File: src/rtl/ahb_arb_pkg.sv
// Shared constants, state encoding and default-width bus types for the AHB-Lite request arbiter.
package ahb_arb_pkg;

  localparam logic [1:0] HTRANS_IDLE   = 2'b00;
  localparam logic [1:0] HTRANS_NONSEQ = 2'b10;
  localparam logic [2:0] HSIZE_WORD    = 3'b010;
  localparam logic [2:0] HBURST_SINGLE = 3'b000;

  localparam int ADDR_W_DEF = 32;
  localparam int DATA_W_DEF = 32;

  typedef logic [ADDR_W_DEF-1:0] addr_t;
  typedef logic [DATA_W_DEF-1:0] data_t;

  typedef enum logic [1:0] {
    ST_IDLE = 2'd0,
    ST_ADDR = 2'd1,
    ST_DATA = 2'd2
  } arb_state_e;

endpackage

File: src/rtl/ahb_rr_picker.sv
// Combinational round-robin pick: first valid requester at or after ptr, wrapping to 0.
module ahb_rr_picker #(
  parameter int N_REQ = 2,
  parameter int IDX_W = 1
) (
  input  logic [N_REQ-1:0] valid,
  input  logic [IDX_W-1:0] ptr,
  output logic [N_REQ-1:0] grant,
  output logic [IDX_W-1:0] idx,
  output logic             any
);

  int cand;

  always_comb begin
    grant = '0;
    idx   = '0;
    any   = 1'b0;
    cand  = 0;
    for (int i = 0; i < N_REQ; i++) begin
      cand = int'(ptr) + i;
      if (cand >= N_REQ) cand = cand - N_REQ;
      if (!any && valid[cand]) begin
        any         = 1'b1;
        idx         = IDX_W'(cand);
        grant[cand] = 1'b1;
      end
    end
  end

endmodule

File: src/rtl/ahb_req_arbiter.sv
// Shares one AHB-Lite master port between N_REQ requesters; single non-pipelined transfers,
// round-robin grant, response routed back to the winner only.
//
//   state   | meaning
//   IDLE    | no transfer in flight; grant a requester if any is valid
//   ADDR    | NONSEQ on the bus, waiting for hready to close the address phase
//   DATA    | data phase; wait for hready or give up after TIMEOUT low cycles
module ahb_req_arbiter #(
  parameter int N_REQ   = 2,
  parameter int ADDR_W  = 32,
  parameter int DATA_W  = 32,
  parameter int TIMEOUT = 16
) (
  input  logic                    hclk,
  input  logic                    hresetn,
  input  logic [N_REQ-1:0]        req_valid,
  input  logic [N_REQ-1:0]        req_write,
  input  logic [N_REQ*ADDR_W-1:0] req_addr,
  input  logic [N_REQ*DATA_W-1:0] req_wdata,
  output logic [N_REQ-1:0]        req_ready,
  output logic [N_REQ-1:0]        rsp_valid,
  output logic [DATA_W-1:0]       rsp_rdata,
  output logic                    rsp_err,
  output logic [ADDR_W-1:0]       haddr,
  output logic                    hwrite,
  output logic [1:0]              htrans,
  output logic [2:0]              hsize,
  output logic [2:0]              hburst,
  output logic [DATA_W-1:0]       hwdata,
  input  logic [DATA_W-1:0]       hrdata,
  input  logic                    hready,
  input  logic                    hresp
);

  import ahb_arb_pkg::*;

  localparam int IDX_W  = (N_REQ > 1) ? $clog2(N_REQ) : 1;
  localparam int WAIT_W = $clog2(TIMEOUT + 1);
  localparam logic [N_REQ-1:0] ONE_HOT0 = {{(N_REQ-1){1'b0}}, 1'b1};

  arb_state_e        state, state_nxt;
  logic [IDX_W-1:0]  rr_ptr, rr_ptr_nxt;
  logic [IDX_W-1:0]  gnt_idx, gnt_idx_nxt;
  logic              lat_write, lat_write_nxt;
  logic [DATA_W-1:0] lat_wdata, lat_wdata_nxt;
  logic [WAIT_W-1:0] wait_cnt, wait_cnt_nxt;

  logic [N_REQ-1:0]  req_ready_nxt, rsp_valid_nxt;
  logic [DATA_W-1:0] rsp_rdata_nxt, hwdata_nxt;
  logic              rsp_err_nxt, hwrite_nxt;
  logic [ADDR_W-1:0] haddr_nxt;
  logic [1:0]        htrans_nxt;

  logic [N_REQ-1:0]  pick_grant;
  logic [IDX_W-1:0]  pick_idx;
  logic              pick_any;

  ahb_rr_picker #(
    .N_REQ (N_REQ),
    .IDX_W (IDX_W)
  ) u_picker (
    .valid (req_valid),
    .ptr   (rr_ptr),
    .grant (pick_grant),
    .idx   (pick_idx),
    .any   (pick_any)
  );

  assign hsize  = HSIZE_WORD;
  assign hburst = HBURST_SINGLE;

  always_comb begin
    state_nxt     = state;
    rr_ptr_nxt    = rr_ptr;
    gnt_idx_nxt   = gnt_idx;
    lat_write_nxt = lat_write;
    lat_wdata_nxt = lat_wdata;
    wait_cnt_nxt  = wait_cnt;
    req_ready_nxt = '0;
    rsp_valid_nxt = '0;
    rsp_rdata_nxt = rsp_rdata;
    rsp_err_nxt   = rsp_err;
    haddr_nxt     = haddr;
    hwrite_nxt    = hwrite;
    htrans_nxt    = htrans;
    hwdata_nxt    = hwdata;

    case (state)
      ST_IDLE: begin
        htrans_nxt = HTRANS_IDLE;
        if (pick_any) begin
          req_ready_nxt = pick_grant;
          gnt_idx_nxt   = pick_idx;
          lat_write_nxt = req_write[pick_idx];
          lat_wdata_nxt = req_wdata[int'(pick_idx)*DATA_W +: DATA_W];
          haddr_nxt     = req_addr[int'(pick_idx)*ADDR_W +: ADDR_W];
          hwrite_nxt    = req_write[pick_idx];
          htrans_nxt    = HTRANS_NONSEQ;
          rr_ptr_nxt    = (pick_idx == IDX_W'(N_REQ - 1)) ? '0 : pick_idx + IDX_W'(1);
          state_nxt     = ST_ADDR;
        end
      end
      ST_ADDR: begin
        if (hready) begin
          htrans_nxt   = HTRANS_IDLE;
          if (lat_write) hwdata_nxt = lat_wdata;
          wait_cnt_nxt = '0;
          state_nxt    = ST_DATA;
        end
      end
      ST_DATA: begin
        if (hready) begin
          rsp_valid_nxt = ONE_HOT0 << gnt_idx;
          rsp_rdata_nxt = lat_write ? '0 : hrdata;
          rsp_err_nxt   = hresp;
          state_nxt     = ST_IDLE;
        end else if (wait_cnt == WAIT_W'(TIMEOUT - 1)) begin
          // this is the TIMEOUT-th low cycle: abandon the slave and report an error
          rsp_valid_nxt = ONE_HOT0 << gnt_idx;
          rsp_rdata_nxt = '0;
          rsp_err_nxt   = 1'b1;
          state_nxt     = ST_IDLE;
        end else begin
          wait_cnt_nxt = wait_cnt + WAIT_W'(1);
        end
      end
      default: state_nxt = ST_IDLE;
    endcase
  end

  always_ff @(posedge hclk) begin
    if (!hresetn) begin
      state     <= ST_IDLE;
      rr_ptr    <= '0;
      gnt_idx   <= '0;
      lat_write <= 1'b0;
      lat_wdata <= '0;
      wait_cnt  <= '0;
      req_ready <= '0;
      rsp_valid <= '0;
      rsp_rdata <= '0;
      rsp_err   <= 1'b0;
      haddr     <= '0;
      hwrite    <= 1'b0;
      htrans    <= HTRANS_IDLE;
      hwdata    <= '0;
    end else begin
      state     <= state_nxt;
      rr_ptr    <= rr_ptr_nxt;
      gnt_idx   <= gnt_idx_nxt;
      lat_write <= lat_write_nxt;
      lat_wdata <= lat_wdata_nxt;
      wait_cnt  <= wait_cnt_nxt;
      req_ready <= req_ready_nxt;
      rsp_valid <= rsp_valid_nxt;
      rsp_rdata <= rsp_rdata_nxt;
      rsp_err   <= rsp_err_nxt;
      haddr     <= haddr_nxt;
      hwrite    <= hwrite_nxt;
      htrans    <= htrans_nxt;
      hwdata    <= hwdata_nxt;
    end
  end

endmodule

File: config.mk
export PLATFORM = sky130hd
export DESIGN_NAME = ahb_req_arbiter
export DESIGN_NICKNAME = d
export VERILOG_FILES = /design/src/rtl/ahb_arb_pkg.sv /design/src/rtl/ahb_rr_picker.sv /design/src/rtl/ahb_req_arbiter.sv
export SDC_FILE = /design/constraint.sdc
export NUM_CORES = 1
export LEC_CHECK = 0
export BUFFER_PORTS_ARGS = -buffer_cell sky130_fd_sc_hd__clkbuf_2
export CORE_MARGIN = 4
export CORE_UTILIZATION = 45
export CTS_CLUSTER_SIZE = 14
export DETAILED_ROUTE_END_ITERATION = 7
export MAX_ROUTING_LAYER = met4
export PLACE_DENSITY = 0.83
export RECOVER_POWER = 25
export SYNTH_ARGS = -nofsm -noshare
export SYNTH_HDL_FRONTEND = slang
export SYNTH_SLANG_ARGS = --single-unit
File: constraint.sdc
create_clock -name hclk -period 2.4 [get_ports hclk]
set_input_delay 0.48 -clock hclk [delete_from_list [all_inputs] [get_ports hclk]]
set_output_delay 0.48 -clock hclk [all_outputs]
set_load 0.02 [all_outputs]
# ---- Word-level counts from Yosys, hierarchy flattened
# Cells that the tools add are included.
dict set report op_classes {
  add_sub_neg 5
  mul 0
  n_div 0
  n_lt_le_gt_ge 7
  eq_ne 8
  n_shift 3
  n_mux 40
  bitwise 1
  n_reduce_logical 16
}
# operator n
set ops {}
lappend ops {{32-bit 2-to-1 mux} 5}
lappend ops {{64-bit by 7-bit indexed part select with 32-bit output} 2}
lappend ops {{32-bit by 1-bit greater-or-equal comparator with 1-bit output, second input constant} 2}
lappend ops {{32-bit by 3-bit less-than comparator with 1-bit output, second input constant} 2}
lappend ops {{32-bit by 3-bit greater-or-equal comparator with 1-bit output, second input constant} 1}
lappend ops {{32-bit by 3-bit subtractor with 32-bit output, second input constant} 1}
lappend ops {{2-bit 2-to-1 mux} 10}
lappend ops {{1-bit 2-to-1 mux} 17}
lappend ops {{5-bit 2-to-1 mux} 3}
lappend ops {{5-bit one-hot mux with 2 select lines} 1}
lappend ops {{3-bit AND reduction} 3}
lappend ops {{2-bit inequality test, second input constant} 4}
lappend ops {{2-bit AND reduction} 4}
lappend ops {{2-bit one-hot mux with 3 select lines} 1}
lappend ops {{2-bit nonzero test} 3}
lappend ops {{5-bit by 1-bit adder with 5-bit output, second input constant} 1}
lappend ops {{5-bit by 4-bit equality test with 1-bit output, second input constant} 1}
lappend ops {{2-bit one-hot mux with 2 select lines} 1}
lappend ops {{4-bit AND reduction} 1}
lappend ops {{1-bit logical AND} 3}
lappend ops {{3-bit inequality test, second input constant} 1}
lappend ops {{1-bit by 2-bit subtractor with 3-bit output, second input constant} 1}
lappend ops {{1-bit by 1-bit adder with 2-bit output, second input constant} 1}
lappend ops {{1-bit demux with 1-bit select} 2}
lappend ops {{9 further kinds} 9}
dict set report word_totals {
  register_bits 145
  latchBits 0
  ramBits 0
  mem_bits_ro 0
  input_bits 168
  out_inout_bits 110
  wordCells 93
  memories 0
}

# ---- Depth between registers and ports, before layout
# Gate-level depths: netlist (run 1).
dict set report depth {
  ltp_word 11
  mapped_depth 7
  depth_no_buf 6
}

# ---- Cells and area by module
# Synthesis (run 1) repeated with hierarchy kept, for this count alone.
dict set report unflattened {
  cells_unflattened 657
  area_unflattened_um2 5848.1
}
# mod n_inst cells_each area_each_um2 seq_area_each_um2
set modules_own_cells {}
lappend modules_own_cells {ahb_req_arbiter 1 652 5815.6 2882.8}
lappend modules_own_cells {ahb_rr_picker 1 5 32.5 0.0}

# ---- Worst setup path after synthesis (run 1)
# No wires, ideal clock.
dict set report synth_path {
  kind {reg-to-reg}
  startpoint {register wait_cnt[0]}
  endpoint {register wait_cnt[3]}
  setup_ps 70
  t_arrival_ps 1917
  t_required_ps 2330
  setup_slack_ps 413
  stages_incl_launch_ff 8
  path_buffers 1
  synth_period_minus_slack_ps 1987
  cell_sequence {dfxtp_1 ha_1 and3_1 ha_1 or4b_1 buf_2 or3_1 a21oi_1}
}
dict set report synth_between {
  elab_chain_len 4
  word_cells_on_any_way 7
  cone_classes {add/sub: 1; eq/ne: 2; mux: 3; reduce/logical: 1}
}
# item line_no
set synth_lines {}
lappend synth_lines {{start: declaration} ahb_req_arbiter.sv:46} ;# logic [WAIT_W-1:0] wait_cnt, wait_cnt_nxt;
lappend synth_lines {{start signal: assignment} ahb_req_arbiter.sv:153} ;# wait_cnt <= wait_cnt_nxt;
lappend synth_lines {{5-bit by 1-bit adder with 5-bit output} ahb_req_arbiter.sv:124} ;# wait_cnt_nxt = wait_cnt + WAIT_W'(1);
lappend synth_lines {{5-bit 2-to-1 mux} ahb_req_arbiter.sv:117} ;# end else if (wait_cnt == WAIT_W'(TIMEOUT - 1)) begin
lappend synth_lines {{5-bit 2-to-1 mux} ahb_req_arbiter.sv:112} ;# if (hready) begin
lappend synth_lines {{5-bit one-hot mux with 2 select lines} ahb_req_arbiter.sv:88} ;# case (state)
# Parallel ways exist; a longest one is shown, timed or not. The select of a mux whose other input is x is not followed.
# A chain may end at the register's enable or synchronous reset.

# ---- Worst setup path after layout (run 1)
# Ends and elaborated chain as after synthesis.

==> metrics.md, run 1 <==
| Metric | Value |
|---|---|
| Critical path launch point type | flop |
| Synth cell count leaders | dfxtp_1, nand4_1, o21ai_0 |
| Clk buf depth | 2 |
| Pwr Density | 729 nW/um2 |
| Die height | 124 um |
| Vias per cell | approximately 5.8 |
| Slew Viols, Final | 0 |
| Combinational Power Share | around 15% |
| Core ar. | approximately 13000 um2 |
| Netlist cell types | 32 |
| DRT antenna net count | 0 |
| Most used flip-flop cell after synthesis | dfxtp_1 |
| Worst Hold Class | input port to flop |
| Initial Util | 45.7% |
| CP max stage cell | or4b_1 |
| Design Power | between 5 and 6 mW |
| Worst-path fanout max | 10 |
| Clock power share | between 40% and 50% |
| Total track usage | about a quarter |
| Synth Register Bits | 144 |
| Post-synthesis async set-or-reset flop share | 0% |
| Synth top area share | approximately 48% |
| Sw frac | 28.3% |
| Crit. path cell count | 6 |
| Status | completed |
| Final Hold Fails | 0 |
| CP peak stage delay | around 0.62 ns |
| Root Buffer | clkbuf_16 |
| CP Cell Sequence | ha_1, and3_1, ha_1, or4b_1, or3_1, a21oi_1 |
| RD Place Congestion | roughly 0.8 |
| Slew @ Worst Pin | about 0.84 ns |
| Full die area | ~15000 um2 |
| Setup Skew | between 0.008 and 0.009 ns |
| Layout cells sized above 1 | between 20% and 30% |
| DP Wirelength | between 10000 and 15000 um |
| Mapped cell area | approximately 6000 um2 |
| Post-synthesis sequential area ratio | a little under half |
| Vias | just under 7000 |
| Gr ovfl total | 0 |
| Synth Instances | around 750 |
| Hold_buf cts | 0 |
| Cell taking the most area after synthesis | dfxtp_1 |
| RSZ-0062 raised after global routing | no |
| TritonRoute pass-1 iters | 5 |
| Die Span X | 124 um |
| Initial antenna violation count | 0 |
| Ant. Diodes | 0 |
| DR iter-0 viols | 657 |
| IO Pins | ~280 |
| Buf/Inv on CP | 0 |
| Setup violators final | 0 |
| Leakage | approximately 3.1 nW |
| Seq pwr share | approximately 44% |
| Register clock-pin slew on the reported worst setup and hold paths | 0.06 ns |
| Peak supply drop | ~440 uV |
| Final min period | about 2.1 ns |
| Critical path origin | wait_cnt[0]$_SDFFE_PN0P_ |
| Setup bufs post-CTS | 0 |
| Crit Reg-Reg Startpoint | wait_cnt[0]$_SDFFE_PN0P_ |
| FMAX | 0.468 GHz |
| CTS tree | done |
| Resize count post-CTS | 0 |
| Slew HR | between 40% and 50% |
| Worst r2r path cells | 6 |
| Int Power | roughly 4.2 mW |
| WP data arrival | between 2 and 2.5 ns |
| Worst path required time | 2.74 ns |
| Max_cap viols | 0 |
| Number of synthesized flops with an enable pin | 0 |
| Switch Pwr | between 1.5 and 2 mW |
| Row Count | 42 |
| IO Port Bufs | between 200 and 300 |
| R2r endpoint | wait_cnt[3]$_SDFFE_PN0P_ |
| Most used cell along the critical path | ha_1 |
| Period utilization | between 80% and 90% |
| Delay-heaviest family, CP | simple AND/OR/NAND/NOR gates |
| Vias in the first global route | between 6000 and 7000 |
| DRC Markers | 0 |
| Routed WL | around 20000 um |
| DR WL/cell | roughly 17 um |
| TritonCTS buffer count | 17 |
| Setup CP Type | flop to flop |
| Setup TNS Final | 0 ns |
| Syn Area/Cell | between 7 and 8 um2 |
| First-pass GRT wire length | slightly above 30000 um |
| End point of the critical path | wait_cnt[3]$_SDFFE_PN0P_ |
| Worst Setup End Kind | flop |
| Worst skew pair latency | 0.41 ns |
| Reg2Reg Setup Slack | ~0.27 ns |
| H-tree depth | 4 |
| Clock sink count | about 140 |
| Nets | 1142 |
| Most frequent cell after synthesis | dfxtp_1 |
| Area Overhead vs Synth | 32.7% |
| Largest net degree at the start of global routing | 55 |
| Top post-synthesis cells by area | dfxtp_1, nand4_1, o21ai_0 |
| Synth warn | 0 |
## power by group through the flow
stage / clock network (mW) / logic (mW) / registers (mW)
2_1_floorplan: 0 / 0.439 / 2.69
3_3_place_gp: 0 / 0.874 / 2.63
3_5_place_dp: 0 / 0.884 / 2.63
4_1_cts: 2.39 / 0.886 / 2.58
5_1_grt: 2.49 / 0.958 / 2.60
6_report: 2.36 / 0.881 / 2.58
## area by class of cell
cell class	instances	area, um2
Tap cell	176	220
Clock buffer	19	443
Timing Repair Buffer	295	1580
Clock inverter	13	91.3
Multi-Input combinational cell	511	2770
Inverter	3	13.8
Fill cell	1216	5200
Sequential cell	144	2880
## through the flow
step | setup WS [ns] | instance area, um2 | utilization (%) | instances | hold WS (ns)
after floorplan | 0.413 | 6040 | - | 759 | 0.409
after global placement | 0.313 | 7540 | 57.1 | 1129 | 0.434
after detailed placement | 0.254 | 7540 | 57.1 | 1129 | 0.440
after CTS | 0.262 | 8070 | 61.2 | 1161 | 0.271
after global routing | 0.159 | 7990 | 60.6 | 1161 | 0.281
final | 0.265 | 7990 | 60.6 | 1161 | 0.283
## state kept, by name, indices dropped and copies added (netlist names)
| signal | flops |
|---|---|
| haddr | 32 |
| wait_cnt | 5 |
| htrans | 1 |
| hwdata | 32 |
| req_ready | 2 |
| state | 2 |
| lat_wdata | 32 |
| rsp_err | 1 |
| rsp_valid | 2 |
| gnt_idx | 1 |
| rsp_rdata | 32 |
| rr_ptr | 1 |
| lat_write | 1 |
## how the worst min path moves through the flow
| stage | startpoint | to | slack, ns | cells past startpoint |
|---|---|---|---|---|
| after floorplan | gnt_idx$_SDFFE_PN0P_ | rsp_valid[0]$_SDFF_PN0_ | 0.41 | 1 |
| after global placement | lat_wdata[18]$_SDFFE_PN0P_ | hwdata[18]$_SDFFE_PN0P_ | 0.43 | 2 |
| after detailed placement | lat_wdata[16]$_SDFFE_PN0P_ | hwdata[16]$_SDFFE_PN0P_ | 0.44 | 2 |
| after CTS | hrdata[28] | rsp_rdata[28]$_SDFFE_PN0P_ | 0.27 | 3 |
| after global routing | hrdata[25] | rsp_rdata[25]$_SDFFE_PN0P_ | 0.28 | 3 |
| final | hrdata[17] | rsp_rdata[17]$_SDFFE_PN0P_ | 0.28 | 3 |
## cells by family after synthesis
| family | after synthesis | synth area share (%) |
|---|---|---|
| fa+ha+maj | 2 | 0.415 |
| simple gates | 258 | 22.6 |
| compound gates | 244 | 21.8 |
| other cells | 2 | 0.125 |
| buf+inv | 104 | 7.16 |
| flops | 144 | 47.8 |
## cells in the final DEF, fill, tap and decap left out, types with 2 or more instances in the layout
master        n
clkbuf_16    17
or2_2         2
nor2_4        2
inv_1         2
or3_1         2
nand3_1       6
clkinv_4      2
clkinvlp_4    5
ha_1          2
a31oi_1      65
nand4_1     130
clkinv_2      5
nor2_1        3
nand2b_1      2
nand2_1      97
and3_1        2
a21oi_1      73
dfxtp_1     144
clkbuf_2    212
nand4b_1      2
conb_1        7
clkbuf_1     60
buf_12        9
buf_4        15
o21ai_0     103
## worst reg2reg max path, cell delays in order (launching register included)
cell     delay, ns
dfxtp_1       0.33
ha_1          0.22
and3_1        0.18
ha_1          0.19
or4b_1        0.62
or3_1         0.39
a21oi_1       0.14
## layer usage
layer,GRT usage [%],wire length (um),up-vias
li1,-,-,3225
met1,32.6,8280,3162
met2,40.2,9630,333
met3,5.09,1700,40
met4,11.2,597,0
met5,-,0,-
Power figures use the tool's default switching activity.
==> inputs of run 2 (changes only) <==
--- a/config.mk
+++ b/config.mk
@@ -7,12 +7,11 @@
 export LEC_CHECK = 0
 export BUFFER_PORTS_ARGS = -buffer_cell sky130_fd_sc_hd__clkbuf_2
 export CORE_MARGIN = 4
-export CORE_UTILIZATION = 45
+export CORE_UTILIZATION = 35
 export CTS_CLUSTER_SIZE = 14
 export DETAILED_ROUTE_END_ITERATION = 7
 export MAX_ROUTING_LAYER = met4
-export PLACE_DENSITY = 0.83
-export RECOVER_POWER = 25
+export PLACE_DENSITY = 0.69
 export SYNTH_ARGS = -nofsm -noshare
 export SYNTH_HDL_FRONTEND = slang
 export SYNTH_SLANG_ARGS = --single-unit
==> run 2 against run 1 <==
First-iteration DRC count shrank 33%. Combinational power shrank 0.8%. Flip-flop and latch count is the same. Setup slack lost 0.050 ns. Sequential power is essentially flat. Highest routed layer unchanged. Via count shrank 0.67%. Die area grew 27%. Core utilization shrank 12 points. Critical path type unchanged.
==> metrics.md, run 2 (synthesized netlist as in run 1, its figures left out) <==
| Metric | Value |
|---|---|
| Worst Hold Class | input port to flop |
| Reg2Reg Setup Slack | 0.22 ns (-0.05 ns) |
| First-pass GRT wire length | 33100 um (+8.5%) |
| Initial antenna violation count | 1 (+1) |
| Peak supply drop | 479 uV (+7.9%) |
| Sw frac | 27.7% (-0.59 points) |
| Slew HR | 59.8% (+16 points) |
| Die height | 139 um (+13%) |
| Vias in the first global route | 6317 (+2.4%) |
| Worst skew pair latency | 0.42 ns (about the same) |
| Worst Setup End Kind | flop |
| R2r endpoint | wait_cnt[3]$_SDFFE_PN0P_ |
| Core ar. | 16700 um2 (+27%) |
| Most used cell along the critical path | ha_1 |
| Slew Viols, Final | 0 (unchanged) |
| Most frequent cells in the layout | clkbuf_2, dfxtp_1, nand4_1 |
| Filler cells | 1649 (+36%) |
| Most common cell after layout, fill and taps aside | clkbuf_2 |
| Leakage | 3.26 nW (+6.5%) |
| CP peak stage delay | 0.62 ns (about the same) |
| DRT antenna net count | 0 (unchanged) |
| Row Count | 47 (+12%) |
| Vias per cell | 5.60 (-3.8%) |
| TritonCTS buffer count | 17 (unchanged) |
| Min Hold Slack | 0.278 ns (-0.00511 ns) |
| Crit Reg-Reg Startpoint | wait_cnt[0]$_SDFFE_PN0P_ |
| Routed WL | 21300 um (+5.2%) |
| CP Cell Sequence | ha_1, and3_1, ha_1, or4b_1, or3_1, a21oi_1 |
| Hold wc startpoint | hrdata[19] |
| Root Buffer | clkbuf_16 |
| Clock power share | 43.4% (+2.8 points) |
| FMAX | 0.458 GHz (-2.3%) |
| RSZ-0062 raised after global routing | no |
| Worst-path fanout max | 10 (unchanged) |
| Hold Path End | rsp_rdata[19]$_SDFFE_PN0P_ |
| Register clock-pin slew on the reported worst setup and hold paths | 0.06 ns (about the same) |
| DRC Markers | 0 (unchanged) |
| Combinational Power Share | 14.3% (-0.8 points) |
| Full die area | 19400 um2 (+27%) |
| Largest net degree at the start of global routing | 105 (+91%) |
| CTS tree | done |
| DR iter-0 viols | 440 (-33%) |
| Period utilization | 91.0% (+2.1 points) |
| RD Place Congestion | 0.805 (+0.89%) |
| Setup TNS Final | 0 ns (unchanged) |
| Pwr Density | 751 nW/um2 (+3.0%) |
| Status | completed |
| CP max stage cell | or4b_1 |
| Total track usage | 21.3% (-4.5 points) |
| Area Overhead vs Synth | 34.8% |
| Delay-heaviest family, CP | simple AND/OR/NAND/NOR gates |
| Die Span X | 139 um (+13%) |
| DP Wirelength | 13800 um (+2.5%) |
| Clk buf depth | 2 (unchanged) |
| Critical path launch point type | flop |
| Resize count post-CTS | 0 (unchanged) |
| Setup bufs post-CTS | 0 (unchanged) |
| DR WL/cell | 17.7 um (+1.9%) |
| Clock sink count | 144 (unchanged) |
| Int Power | 4.41 mW (+5.5%) |
| Final min period | 2.18 ns (+0.0496 ns) |
| Initial Util | 36.1% (-9.6 points) |
| Final Hold Fails | 0 (unchanged) |
| WP data arrival | 2.53 ns (+0.05 ns) |
| Worst r2r path cells | 6 (unchanged) |
| Switch Pwr | 1.69 mW (+2.5%) |
| IO Pins | 278 (unchanged) |
| Worst path required time | 2.75 ns (about the same) |
| H-tree depth | 4 (unchanged) |
| Hold_buf cts | 0 (unchanged) |
| TritonRoute pass-1 iters | 5 (unchanged) |
| Max_cap viols | 0 (unchanged) |
| Setup Skew | 0.00821 ns (-0.000363 ns) |
| Setup CP Type | flop to flop |
| Buf/Inv on CP | 0 (unchanged) |
| Gr ovfl total | 0 (unchanged) |
| Layout cells sized above 1 | 33.7% (+5.6 points) |
| Seq pwr share | 42.3% (-2.0 points) |
| Hold path cells | 3 (unchanged) |
| Nets | 1136 (-0.53%) |
| Setup violators final | 0 (unchanged) |
| Vias | 6715 (-0.67%) |
| Slew @ Worst Pin | 0.603 ns (-0.237 ns) |
| IO Port Bufs | 270 (unchanged) |
## run 2: worst max path at each step
stage                                   from                       end  cells after the start  slack [ns]
CTS                 wait_cnt[0]$_SDFFE_PN0P_  wait_cnt[3]$_SDFFE_PN0P_                      6        0.21
floorplan           wait_cnt[0]$_SDFFE_PN0P_  wait_cnt[3]$_SDFFE_PN0P_                      7        0.41
global placement    wait_cnt[0]$_SDFFE_PN0P_  wait_cnt[3]$_SDFFE_PN0P_                      6        0.30
finish              wait_cnt[0]$_SDFFE_PN0P_  wait_cnt[3]$_SDFFE_PN0P_                      6        0.22
global route        wait_cnt[0]$_SDFFE_PN0P_  wait_cnt[2]$_SDFFE_PN0P_                      6        0.12
detailed placement  wait_cnt[0]$_SDFFE_PN0P_  wait_cnt[3]$_SDFFE_PN0P_                      6        0.25
## run 2: cell type report
cell class,count,area [um2],share of cell area [%]
diodes,1,2.50,0.0308
clock buffers,19,453,5.58
clock inverters,12,134,1.65
inverters,3,13.8,0.169
multi-input cells,511,2770,34.1
flip-flops and latches,144,2880,35.5
well taps,220,275,3.39
repair buffers,289,1590,19.6
## run 2: metal layers
metal | vias up | part of all wire, % | global-route usage (%)
li1 | 3205 | - | -
met1 | 3181 | 43 | 27.3
met2 | 297 | 47 | 33.1
met3 | 32 | 7.6 | 4.84
met4 | 0 | 2.4 | 7.88
met5 | - | 0 | -
## run 2: stage by stage
step           util, %  cell area, um2  power [mW]  cells  setup WS [ns]
2_1_floorplan        -            6040        3.13    759          0.413
3_3_place_gp      45.1            7530        3.50   1167          0.297
3_5_place_dp      45.1            7530        3.50   1167          0.250
4_1_cts           48.6            8120        6.16   1198          0.206
5_1_grt           48.6            8120        6.35   1199          0.118
6_report          48.6            8120        6.10   1199          0.216
## run 2: worst register-to-register path, cell delays in order (launching register included)
cell     delay, ns
dfxtp_1       0.34
ha_1          0.22
and3_1        0.19
ha_1          0.20
or4b_1        0.62
or3_1         0.40
a21oi_1       0.14
## run 2: power groups by stage
| stage | registers, mW | clock network (mW) | logic, mW |
|---|---|---|---|
| 4_1_cts | 2.58 | 2.70 | 0.873 |
| 6_report | 2.58 | 2.65 | 0.874 |
| 2_1_floorplan | 2.69 | 0 | 0.439 |
| 3_3_place_gp | 2.63 | 0 | 0.867 |
| 3_5_place_dp | 2.63 | 0 | 0.869 |
| 5_1_grt | 2.60 | 2.80 | 0.950 |
==> inputs of run 3 (changes only) <==
--- a/config.mk
+++ b/config.mk
@@ -5,13 +5,15 @@
 export SDC_FILE = /design/constraint.sdc
 export NUM_CORES = 1
 export LEC_CHECK = 0
-export BUFFER_PORTS_ARGS = -buffer_cell sky130_fd_sc_hd__clkbuf_2
+export BUFFER_PORTS_ARGS = -buffer_cell sky130_fd_sc_hd__buf_2
+export CELL_PAD_IN_SITES_DETAIL_PLACEMENT = 1
+export CELL_PAD_IN_SITES_GLOBAL_PLACEMENT = 1
 export CORE_MARGIN = 4
-export CORE_UTILIZATION = 35
+export CORE_UTILIZATION = 33
 export CTS_CLUSTER_SIZE = 14
 export DETAILED_ROUTE_END_ITERATION = 7
 export MAX_ROUTING_LAYER = met4
-export PLACE_DENSITY = 0.69
+export PLACE_DENSITY = 0.87
 export SYNTH_ARGS = -nofsm -noshare
 export SYNTH_HDL_FRONTEND = slang
 export SYNTH_SLANG_ARGS = --single-unit
==> run 3 against run 2 <==
Core utilization is 3.4 points lower. Clock skew is 0.0015 ns higher. Fmax barely moved. Largest power group unchanged.
==> metrics.md, run 3 (synthesized netlist as in run 1, its figures left out) <==
| Metric | Value |
|---|---|
| Setup CP Type | flop to flop |
| Die height | 143 um (+2.8%) |
| Total track usage | 22.5% (+1.1 points) |
| Gr ovfl total | 0 (unchanged) |
| IO Port Bufs | 270 (unchanged) |
| Design Power | 6.18 mW (+1.2%) |
| Slew HR | 52.1% (-7.7 points) |
| Setup Skew | 0.00966 ns (+0.00146 ns) |
| Critical path launch point type | flop |
| TritonCTS buffer count | 17 (unchanged) |
| Clk buf depth | 2 (unchanged) |
| Worst Setup End Kind | flop |
| Slew @ Worst Pin | 0.718 ns (+0.116 ns) |
| DRT antenna net count | 0 (unchanged) |
| IO Pins | 278 (unchanged) |
| DRC Markers | 0 (unchanged) |
| First-pass GRT wire length | 35900 um (+8.5%) |
| TritonRoute pass-1 iters | 5 (unchanged) |
| FMAX | 0.458 GHz (about the same) |
| WP data arrival | 2.53 ns (about the same) |
| RD Place Congestion | 0.783 (-2.7%) |
| Status | completed |
| Final min period | 2.18 ns (-0.00000300 ns) |
| Resize count post-CTS | 0 (unchanged) |
| Clock power share | 43.9% (+0.5 points) |
| DP Wirelength | 15300 um (+11%) |
| Filler cells | 2234 (+35%) |
| Most frequent cells in the layout | buf_2, dfxtp_1, nand4_1 |
| Setup violators final | 0 (unchanged) |
| Nets | 1136 (unchanged) |
| Ant. Diodes | 0 (-1) |
| Full die area | 20500 um2 (+5.7%) |
| Root Buffer | clkbuf_16 |
| H-tree depth | 4 (unchanged) |
| Worst skew pair latency | 0.42 ns (about the same) |
| Final Hold Fails | 0 (unchanged) |
| Register clock-pin slew on the reported worst setup and hold paths | 0.06 ns (about the same) |
| Period utilization | 91.0% (about the same) |
| Switch Pwr | 1.71 mW (+0.88%) |
| Combinational Power Share | 14.4% (about the same) |
| Routed WL | 23300 um (+9.6%) |
| DP Worst Slack | 0.208 ns (-0.0414 ns) |
| Setup bufs post-CTS | 0 (unchanged) |
| Final Core Density | 45.3% (-3.4 points) |
| Layout cells sized above 1 | 33.5% (-0.24 points) |
| Int Power | 4.47 mW (+1.3%) |
| Pwr Density | 760 nW/um2 (+1.1%) |
| DR WL/cell | 19.3 um (+8.8%) |
| Largest net degree at the start of global routing | 71 (-32%) |
| CTS tree | done |
| Area Overhead vs Synth | 34.9% (about the same) |
| Hold_buf cts | 0 (unchanged) |
| Row Count | 49 (+4.3%) |
| Seq pwr share | 41.8% (-0.5 points) |
| Peak supply drop | 511 uV (+6.6%) |
| Vias | 6758 (+0.64%) |
| Fin worst setup slack | 0.216 ns (+0.00000300 ns) |
| Leakage | 3.30 nW (+1.2%) |
| Worst Hold Class | input port to flop |
| Placed Cells | 1176 (+0.77%) |
| Vias in the first global route | 6707 (+6.2%) |
| DR iter-0 viols | 353 (-20%) |
| Most common cell after layout, fill and taps aside | buf_2 |
| Worst-path fanout max | 10 (unchanged) |
| Max_cap viols | 0 (unchanged) |
| Worst path required time | 2.74 ns (about the same) |
| Setup TNS Final | 0 ns (unchanged) |
| Initial antenna violation count | 0 (-1) |
| Clock sink count | 144 (unchanged) |
| Finished Layout Cells | 1208 (+0.75%) |
| Vias per cell | 5.59 (-0.11%) |
| Slew Viols, Final | 0 (unchanged) |
| Die Span X | 143 um (+2.8%) |
| Initial Util | 33.5% (-2.5 points) |
| Core ar. | 18000 um2 (+7.6%) |
| RSZ-0062 raised after global routing | no |
| Sw frac | 27.7% (-0.090 points) |
run 3: changes by cell type in the layout (fill, tap and decap cells not counted), sizes merged:
cell      delta
buf        +270
clkinv       -2
clkbuf     -269
clkinvlp     +1
diode        -1
bufinv       +1
run 3: power groups by stage:
stage | sequential [mW] | clock [mW] | combinational [mW]
final | 2.58 | 2.71 | 0.886
after global routing | 2.59 | 2.89 | 0.969
after CTS | 2.58 | 2.78 | 0.888
after detailed placement | 2.63 | 0 | 0.884
after global placement | 2.63 | 0 | 0.868
after floorplan | 2.69 | 0 | 0.439
run 3: cell type report:
class | instances | area, um2 | share of cell area (%)
inverters | 3 | 13.8 | 0.169
clock inverters | 12 | 160 | 1.97
clock buffers | 20 | 437 | 5.37
repair buffers | 289 | 1580 | 19.5
flip-flops and latches | 144 | 2880 | 35.5
well taps | 229 | 287 | 3.52
multi-input cells | 511 | 2770 | 34.0
run 3: stage by stage:
| stage | hold WS (ns) | area [um2] |
|---|---|---|
| 4_1_cts | 0.283 | 8130 |
| 6_report | 0.301 | 8130 |
| 2_1_floorplan | 0.409 | 6040 |
| 3_5_place_dp | 0.443 | 7530 |
| 5_1_grt | 0.294 | 8130 |
| 3_3_place_gp | 0.435 | 7530 |
run 3: worst paths after layout:
path | start | endpoint | slack (ns) | cells after the start
worst max-delay path | wait_cnt[0]$_SDFFE_PN0P_ | wait_cnt[3]$_SDFFE_PN0P_ | 0.22 | 6
worst min-delay path | hrdata[12] | rsp_rdata[12]$_SDFFE_PN0P_ | 0.30 | 3
worst max register to register | wait_cnt[0]$_SDFFE_PN0P_ | wait_cnt[3]$_SDFFE_PN0P_ | 0.22 | 6
worst min register to register | lat_wdata[0]$_SDFFE_PN0P_ | hwdata[0]$_SDFFE_PN0P_ | 0.45 | 2
run 3: critical path, cell delays in order (launching register included):
cell and delay [ns]:
dfxtp_1 0.33, ha_1 0.21, and3_1 0.19, ha_1 0.20, or4b_1 0.64, or3_1 0.40, a21oi_1 0.15
run 3: metal layers:
metal / wire length (um) / GRT usage [%] / share of wire [%]
met5: 0 / - / 0
met4: 395 / 6.35 / 1.7
met3: 1670 / 4.45 / 7.1
met2: 11200 / 35.9 / 48
met1: 10000 / 29.0 / 43
